## config.mk

```make
export PLATFORM = sky130hd
export DESIGN_NAME = pong_score_keeper
export DESIGN_NICKNAME = d
export VERILOG_FILES = /design/src/rtl/pong_score_keeper.sv
export SDC_FILE = /design/constraint.sdc
export NUM_CORES = 1
export LEC_CHECK = 0
export BUFFER_PORTS_ARGS = -buffer_cell sky130_fd_sc_hd__buf_4
export CAP_MARGIN = 20
export CORE_MARGIN = 5
export CORE_UTILIZATION = 64
export CTS_BUF_LIST = sky130_fd_sc_hd__clkbuf_8 sky130_fd_sc_hd__clkbuf_16
export CTS_CLUSTER_SIZE = 30
export DETAILED_ROUTE_END_ITERATION = 12
export PLACE_DENSITY = 0.89
export RECOVER_POWER = 25
export SYNTH_ARGS = -nofsm -noshare
export SYNTH_HDL_FRONTEND = slang
export SYNTH_SLANG_ARGS = --single-unit
```

## constraint.sdc

```tcl
create_clock -name i_CLK -period 7 [get_ports i_CLK]
set_input_delay 1.4 -clock i_CLK [delete_from_list [all_inputs] [get_ports i_CLK]]
set_output_delay 1.4 -clock i_CLK [all_outputs]
set_load 0.1 [all_outputs]
```

## src/rtl/pong_score_keeper.sv

```systemverilog
// Pong scoring controller: edge-detects point inputs, keeps two 4-bit scores,
// and sequences IDLE -> PLAY -> PAUSE / GAME_OVER with a winner flag.
module pong_score_keeper #(
    parameter int WIN_SCORE    = 9,
    parameter int PAUSE_CYCLES = 25000000
) (
    input  logic       i_CLK,
    input  logic       i_RST,
    input  logic       i_START,
    input  logic       i_P1_POINT,
    input  logic       i_P2_POINT,
    output logic [3:0] o_P1_SCORE,
    output logic [3:0] o_P2_SCORE,
    output logic       o_GAME_ACTIVE,
    output logic       o_PAUSE,
    output logic [1:0] o_WINNER
);

    localparam int CNT_W = $clog2(PAUSE_CYCLES + 1);
    localparam logic [CNT_W-1:0] PAUSE_LOAD = CNT_W'(PAUSE_CYCLES - 1);
    localparam logic [3:0]       WIN_VAL    = 4'(WIN_SCORE);

    localparam logic [1:0] S_IDLE      = 2'd0;
    localparam logic [1:0] S_PLAY      = 2'd1;
    localparam logic [1:0] S_PAUSE     = 2'd2;
    localparam logic [1:0] S_GAME_OVER = 2'd3;

    localparam logic [1:0] WIN_NONE = 2'b00;
    localparam logic [1:0] WIN_P1   = 2'b01;
    localparam logic [1:0] WIN_P2   = 2'b10;

    logic [1:0]       state_q, state_d;
    logic [3:0]       p1_score_q, p1_score_d;
    logic [3:0]       p2_score_q, p2_score_d;
    logic [1:0]       winner_q, winner_d;
    logic [CNT_W-1:0] pause_cnt_q, pause_cnt_d;
    logic             p1_prev_q, p2_prev_q;
    logic             game_active_q, pause_q;

    logic       p1_event, p2_event;
    logic [3:0] p1_next, p2_next;

    assign p1_event = i_P1_POINT & ~p1_prev_q;
    assign p2_event = i_P2_POINT & ~p2_prev_q;
    assign p1_next  = p1_score_q + 4'd1;
    assign p2_next  = p2_score_q + 4'd1;

    always_comb begin
        // NOTE: every _d gets a default before the case so no path leaves it unassigned (no latch).
        state_d     = state_q;
        p1_score_d  = p1_score_q;
        p2_score_d  = p2_score_q;
        winner_d    = winner_q;
        pause_cnt_d = pause_cnt_q;

        case (state_q)
            S_IDLE: begin
                p1_score_d = 4'd0;
                p2_score_d = 4'd0;
                winner_d   = WIN_NONE;
                if (i_START) state_d = S_PLAY;
            end
            S_PLAY: begin
                // Simultaneous events cancel: only exactly one event scores.
                if (p1_event && !p2_event) begin
                    p1_score_d = p1_next;
                    if (p1_next == WIN_VAL) begin
                        state_d  = S_GAME_OVER;
                        winner_d = WIN_P1;
                    end else begin
                        state_d     = S_PAUSE;
                        pause_cnt_d = PAUSE_LOAD;
                    end
                end else if (p2_event && !p1_event) begin
                    p2_score_d = p2_next;
                    if (p2_next == WIN_VAL) begin
                        state_d  = S_GAME_OVER;
                        winner_d = WIN_P2;
                    end else begin
                        state_d     = S_PAUSE;
                        pause_cnt_d = PAUSE_LOAD;
                    end
                end
            end
            S_PAUSE: begin
                if (pause_cnt_q == '0) state_d = S_PLAY;
                else                   pause_cnt_d = pause_cnt_q - 1'b1;
            end
            S_GAME_OVER: begin
                if (i_START) begin
                    p1_score_d = 4'd0;
                    p2_score_d = 4'd0;
                    winner_d   = WIN_NONE;
                    state_d    = S_PLAY;
                end
            end
            default: state_d = S_IDLE;
        endcase
    end

    always_ff @(posedge i_CLK) begin
        // NOTE: sequential state uses non-blocking assignments so all flops sample the same edge.
        if (i_RST) begin
            state_q       <= S_IDLE;
            p1_score_q    <= 4'd0;
            p2_score_q    <= 4'd0;
            winner_q      <= WIN_NONE;
            pause_cnt_q   <= '0;
            p1_prev_q     <= 1'b0;
            p2_prev_q     <= 1'b0;
            game_active_q <= 1'b0;
            pause_q       <= 1'b0;
        end else begin
            state_q       <= state_d;
            p1_score_q    <= p1_score_d;
            p2_score_q    <= p2_score_d;
            winner_q      <= winner_d;
            pause_cnt_q   <= pause_cnt_d;
            p1_prev_q     <= i_P1_POINT;
            p2_prev_q     <= i_P2_POINT;
            game_active_q <= (state_d == S_PLAY);
            pause_q       <= (state_d == S_PAUSE);
        end
    end

    assign o_P1_SCORE    = p1_score_q;
    assign o_P2_SCORE    = p2_score_q;
    assign o_GAME_ACTIVE = game_active_q;
    assign o_PAUSE       = pause_q;
    assign o_WINNER      = winner_q;

endmodule

```

**After elaboration in Yosys (flattened, before gate mapping)**

Index checks and enable logic that the tools add are counted.

- Word-level logic and storage cells: 71
- Input port bits: 5
- Flip-flop bits (word level): 41
- Output and inout bits: 12

- Add/sub/neg operators: 3
- Multiplexer cells: 25
- Equality and inequality tests: 17
- Reduce and logical (&&, ||, !) cells: 13
- Bitwise logic cells: 4

Operator list:

| operator | count |
|---|---|
| $mux 25 | 5 |
| $pmux 25 s2 | 1 |
| $logic_not 25->1 | 1 |
| $sub 25x1->25 const B | 1 |
| $pmux 4 s3 | 2 |
| $mux 2 | 9 |
| $mux 4 | 4 |
| $ne 3x3->1 const B | 5 |
| $pmux 2 s3 | 2 |
| $ne 2x2->1 const B | 5 |
| $reduce_and 5->1 | 2 |
| $add 4x1->4 const B | 2 |
| $eq 4x4->1 const B | 2 |
| $eq 2x2->1 const B | 3 |
| $eq 2x1->1 const B | 2 |
| $reduce_and 4->1 | 1 |
| $reduce_and 3->1 | 1 |
| $reduce_bool 3->1 | 1 |
| $and 1x1->1 | 2 |
| $logic_and 1x1->1 | 2 |
| $logic_not 1->1 | 2 |
| $logic_not 2->1 | 1 |
| $mux 1 | 2 |
| $not 1->1 | 2 |
| 2 further kinds | 2 |

**Logic depth before layout (Yosys ltp)**

- Depth after elaboration: 8
- Mapped depth: 11
- Gate-level depth less buffers: 9

**Worst setup path after synthesis**

No wires, ideal clock.

- Kind: input -> register
- Start: input i_P1_POINT
- End: register pause_cnt_q[5]
- Required time: 6.914 ns
- Cell stages on the path: 10
- Path buffers: 1
- Data arrival time: 3.314 ns
- Library setup time: 0.086 ns
- Path slack: 3.601 ns
- Path through: nand2b_1 inv_1 ha_1 o211ai_1 nor3_1 a21oi_1 a21boi_0 clkbuf_1 nor3_1 a211oi_1

- Cells in the longest elaborated chain, start to end: 5
- Elaborated cells on any way between the ends: 10
- Classes of those cells: eq/ne: 3; mux: 2; bitwise: 1; reduce/logical: 4

Ends and longest elaborated chain:

| what | line | RTL |
|---|---|---|
| from (decl) | 10 | `input logic i_P1_POINT,` |
| $and 1x1->1 (*) | 43 | `assign p1_event = i_P1_POINT & ~p1_prev_q;` |
| $logic_not 1->1 | 74 | `end else if (p2_event && !p1_event) begin` |
| $logic_and 1x1->1 | 74 |  |
| $ne 3x3->1 (no line) | n/a |  |
| $reduce_and 5->1 (no line) | n/a |  |
| to (signal assigned) | 118 | `pause_cnt_q <= pause_cnt_d;` |
| to (decl) | 36 | `logic [CNT_W-1:0] pause_cnt_q, pause_cnt_d;` |

Mark *: on every way between the ends. The rest lies on a longest branch, timed or not.
A chain may end at the register's enable or synchronous reset.

==> results.tsv <==
metric	value	unit
outcome	finished, violations left	
violations	capacitance limit, slew limit	
fin_setup_tns	0	ps
period_minus_slack	3510	ps
maxSlewHeadroom	-4.14	%
fill_cells	323	
drtPass1Iterations	5	
via_per_inst	6.63	
cts_num_sinks	41	
cp-start-kind	input pin	
totalWireLength	5660	µm
finClkSkew	6.05	ps
critPathMaxFanout	34	
cts-root-buf	clkbuf_8	
placed_cell_area	0.00253	mm²
pre_cts_ws	3390	ps
clkLatencyLatePin	290	ps
layout_setup_ws	3490	ps
die-area	0.00511	mm²
hold_slack	477	ps
power	0.659	mW
cp-end-kind	flip-flop	
max_freq	285	MHz
postSynthNetCount	314	
worst_slew_pin_slew	1560	ps
syn_area	0.00242	mm²
port_buffers	16	
max_stage_delay	1110	ps
yosys.cell_types.count	60	
yosysSeqAreaShare	33.9	%
p_leak	0.946	nW
die_y	71.5	µm
worstPathCellList	clkbuf_1 -> inv_1 -> nand3b_1 -> nor3_1 -> a31o_2	
diodes	0	
route.detailed.drc	0	
final_area	0.00257	mm²
synthCells	299	
ant_nets	0	
area_growth	6.47	%
syn_area_per_cell	8.09	µm²
hold_path_class	flip-flop to flip-flop	
via_count	2353	
start_util	66.1	%
die_w	71.5	µm
cts_tree	done	
synth_edf_count	0	
slew_violations	35	
path_buf_inv	2	
htree_levels	2	
cts-buffers-inserted	5	
antenna_found_initial	0	
seq_area	821	µm²
cts-resized-gates	0	
hold_viol_final	0	
drive_gt1_share	9.77	%
gp_congestion	0.892	
async_reset_ff_share	0	%
wl_per_cell	15.9	µm
utilization	70.3	%
coreArea	0.00366	mm²
multi_input_area	0.00145	mm²
clk_pin_slew	80	ps
ys_warn_count	0	
dp_hpwl	3870	µm
num_rows	22	
cts_hold_buf	0	
num_io_pins	17	
p_per_area	256	mW/mm²
synth_ff_type	dfxtp_1	
rsz0062_at_grt	no	
grtUsageTotal	22.4	%
cap_violations	1	
post-cts-setup-buffers	0	
grt_first_pass_wirelength	9340	µm
ys_ff_latch	41	
setup_viol	0	
post-place-cells	348	
ir_drop	0.155	mV
grt_max_degree	35	
worstPathArrival	3700	ps
timing.final.crit_share	50.2	%
gr-total-overflow	0	
clk_path_buf_depth	2	
final_nets	322	
final_cell_count_no_fill	355	
worstSetupPathType	input pin to flip-flop	
grt_pass1_vias	2012	
drtIter0Drc	405	
crit_required	7190	ps
cp_slowest_cell	clkbuf_1	
critPathTopFamily	buffers and inverters	
synthesized netlist by cell type (5+ instances only):
master    instances  area, µm²
nor4_1            6       37.5
a31oi_1          15       93.8
inv_1            14       52.6
nor2b_1           6       37.5
o21ai_0          17       85.1
nor2_1           23       86.3
nor3_1           14       70.1
ha_1             10        125
nand3_1          10       50.1
nand4_1           5       31.3
nand2b_1          6       37.5
clkbuf_1          9       33.8
a311oi_1          7       61.3
nand2_1          22       82.6
a21oi_1          21        105
dfxtp_1          41        821
registers in the layout, summed over array words and instances, names as in the netlist:
| register | cells |
|---|---|
| o_GAME_ACTIVE | 1 |
| o_P1_SCORE | 4 |
| pause_cnt_q | 25 |
| o_WINNER | 2 |
| o_P2_SCORE | 4 |
| p2_prev_q | 1 |
| state_q | 2 |
| p1_prev_q | 1 |
| o_PAUSE | 1 |
logic make-up after synthesis:
kind of cell / Yosys count / synth area share (%)
AO/OA/AOI/OAI: 91 / 25.9
XOR/XNOR: 2 / 0.724
adder cells (fa/ha/maj): 10 / 5.17
buffers and inverters: 32 / 6.00
flip-flops: 41 / 33.9
multiplexers: 2 / 0.931
AND/OR/NAND/NOR: 121 / 27.4
power by group:
| part | switching, mW | internal [mW] | total (mW) | leakage, nW |
|---|---|---|---|---|
| combinational | 0.150 | 0.0815 | 0.232 | 0.564 |
| clock | 0.0769 | 0.0767 | 0.154 | 0.0485 |
| sequential | 0.0218 | 0.252 | 0.274 | 0.333 |
worst reg2reg max path: cells and delay by family, from the launching register on:
family          cells  cell delay (ps)
buf+inv             1               90
flops               1              340
simple gates        4             1850
fa+ha+maj           1              170
compound gates      2              480
final cells by class:
type,instances,share of cell area (%)
Tap cell,48,2.33
Clock inverter,1,0.146
Inverter,16,2.53
Sequential cell,41,31.9
Timing Repair Buffer,17,3.50
Clock buffer,6,3.21
Multi-Input combinational cell,226,56.4
routing by layer:
metal  global-route usage (%)  share of wire [%]
met5                        0                  0
met4                     8.35                1.5
met3                     4.35                7.9
met2                     32.4                 44
met1                     32.8                 47
layout by cell type, fill, tap and decap left out, types with 4 or more instances in the layout:
| cell type | count |
|---|---|
| a211oi_1 | 4 |
| a21oi_1 | 21 |
| a311oi_1 | 7 |
| a31oi_1 | 15 |
| buf_4 | 7 |
| clkbuf_1 | 10 |
| clkbuf_8 | 6 |
| dfxtp_1 | 41 |
| ha_1 | 10 |
| inv_1 | 15 |
| nand2_1 | 22 |
| nand2b_1 | 6 |
| nand3_1 | 10 |
| nand3b_1 | 4 |
| nand4_1 | 5 |
| nor2_1 | 23 |
| nor2b_1 | 6 |
| nor3_1 | 14 |
| nor4_1 | 6 |
| o21ai_0 | 17 |
worst paths after layout:
| check | start | end | slack, ps | cells past startpoint |
|---|---|---|---|---|
| hold / removal | o_WINNER[1] | o_WINNER[1] | 480 | 2 |
| setup reg to reg | pause_cnt_q[0] | pause_cnt_q[5] | 3890 | 8 |
| hold reg to reg | o_WINNER[1] | o_WINNER[1] | 480 | 2 |
| setup / recovery | i_RST | pause_cnt_q[9] | 3490 | 5 |
Note: power is estimated with default switching activity, not from simulation.
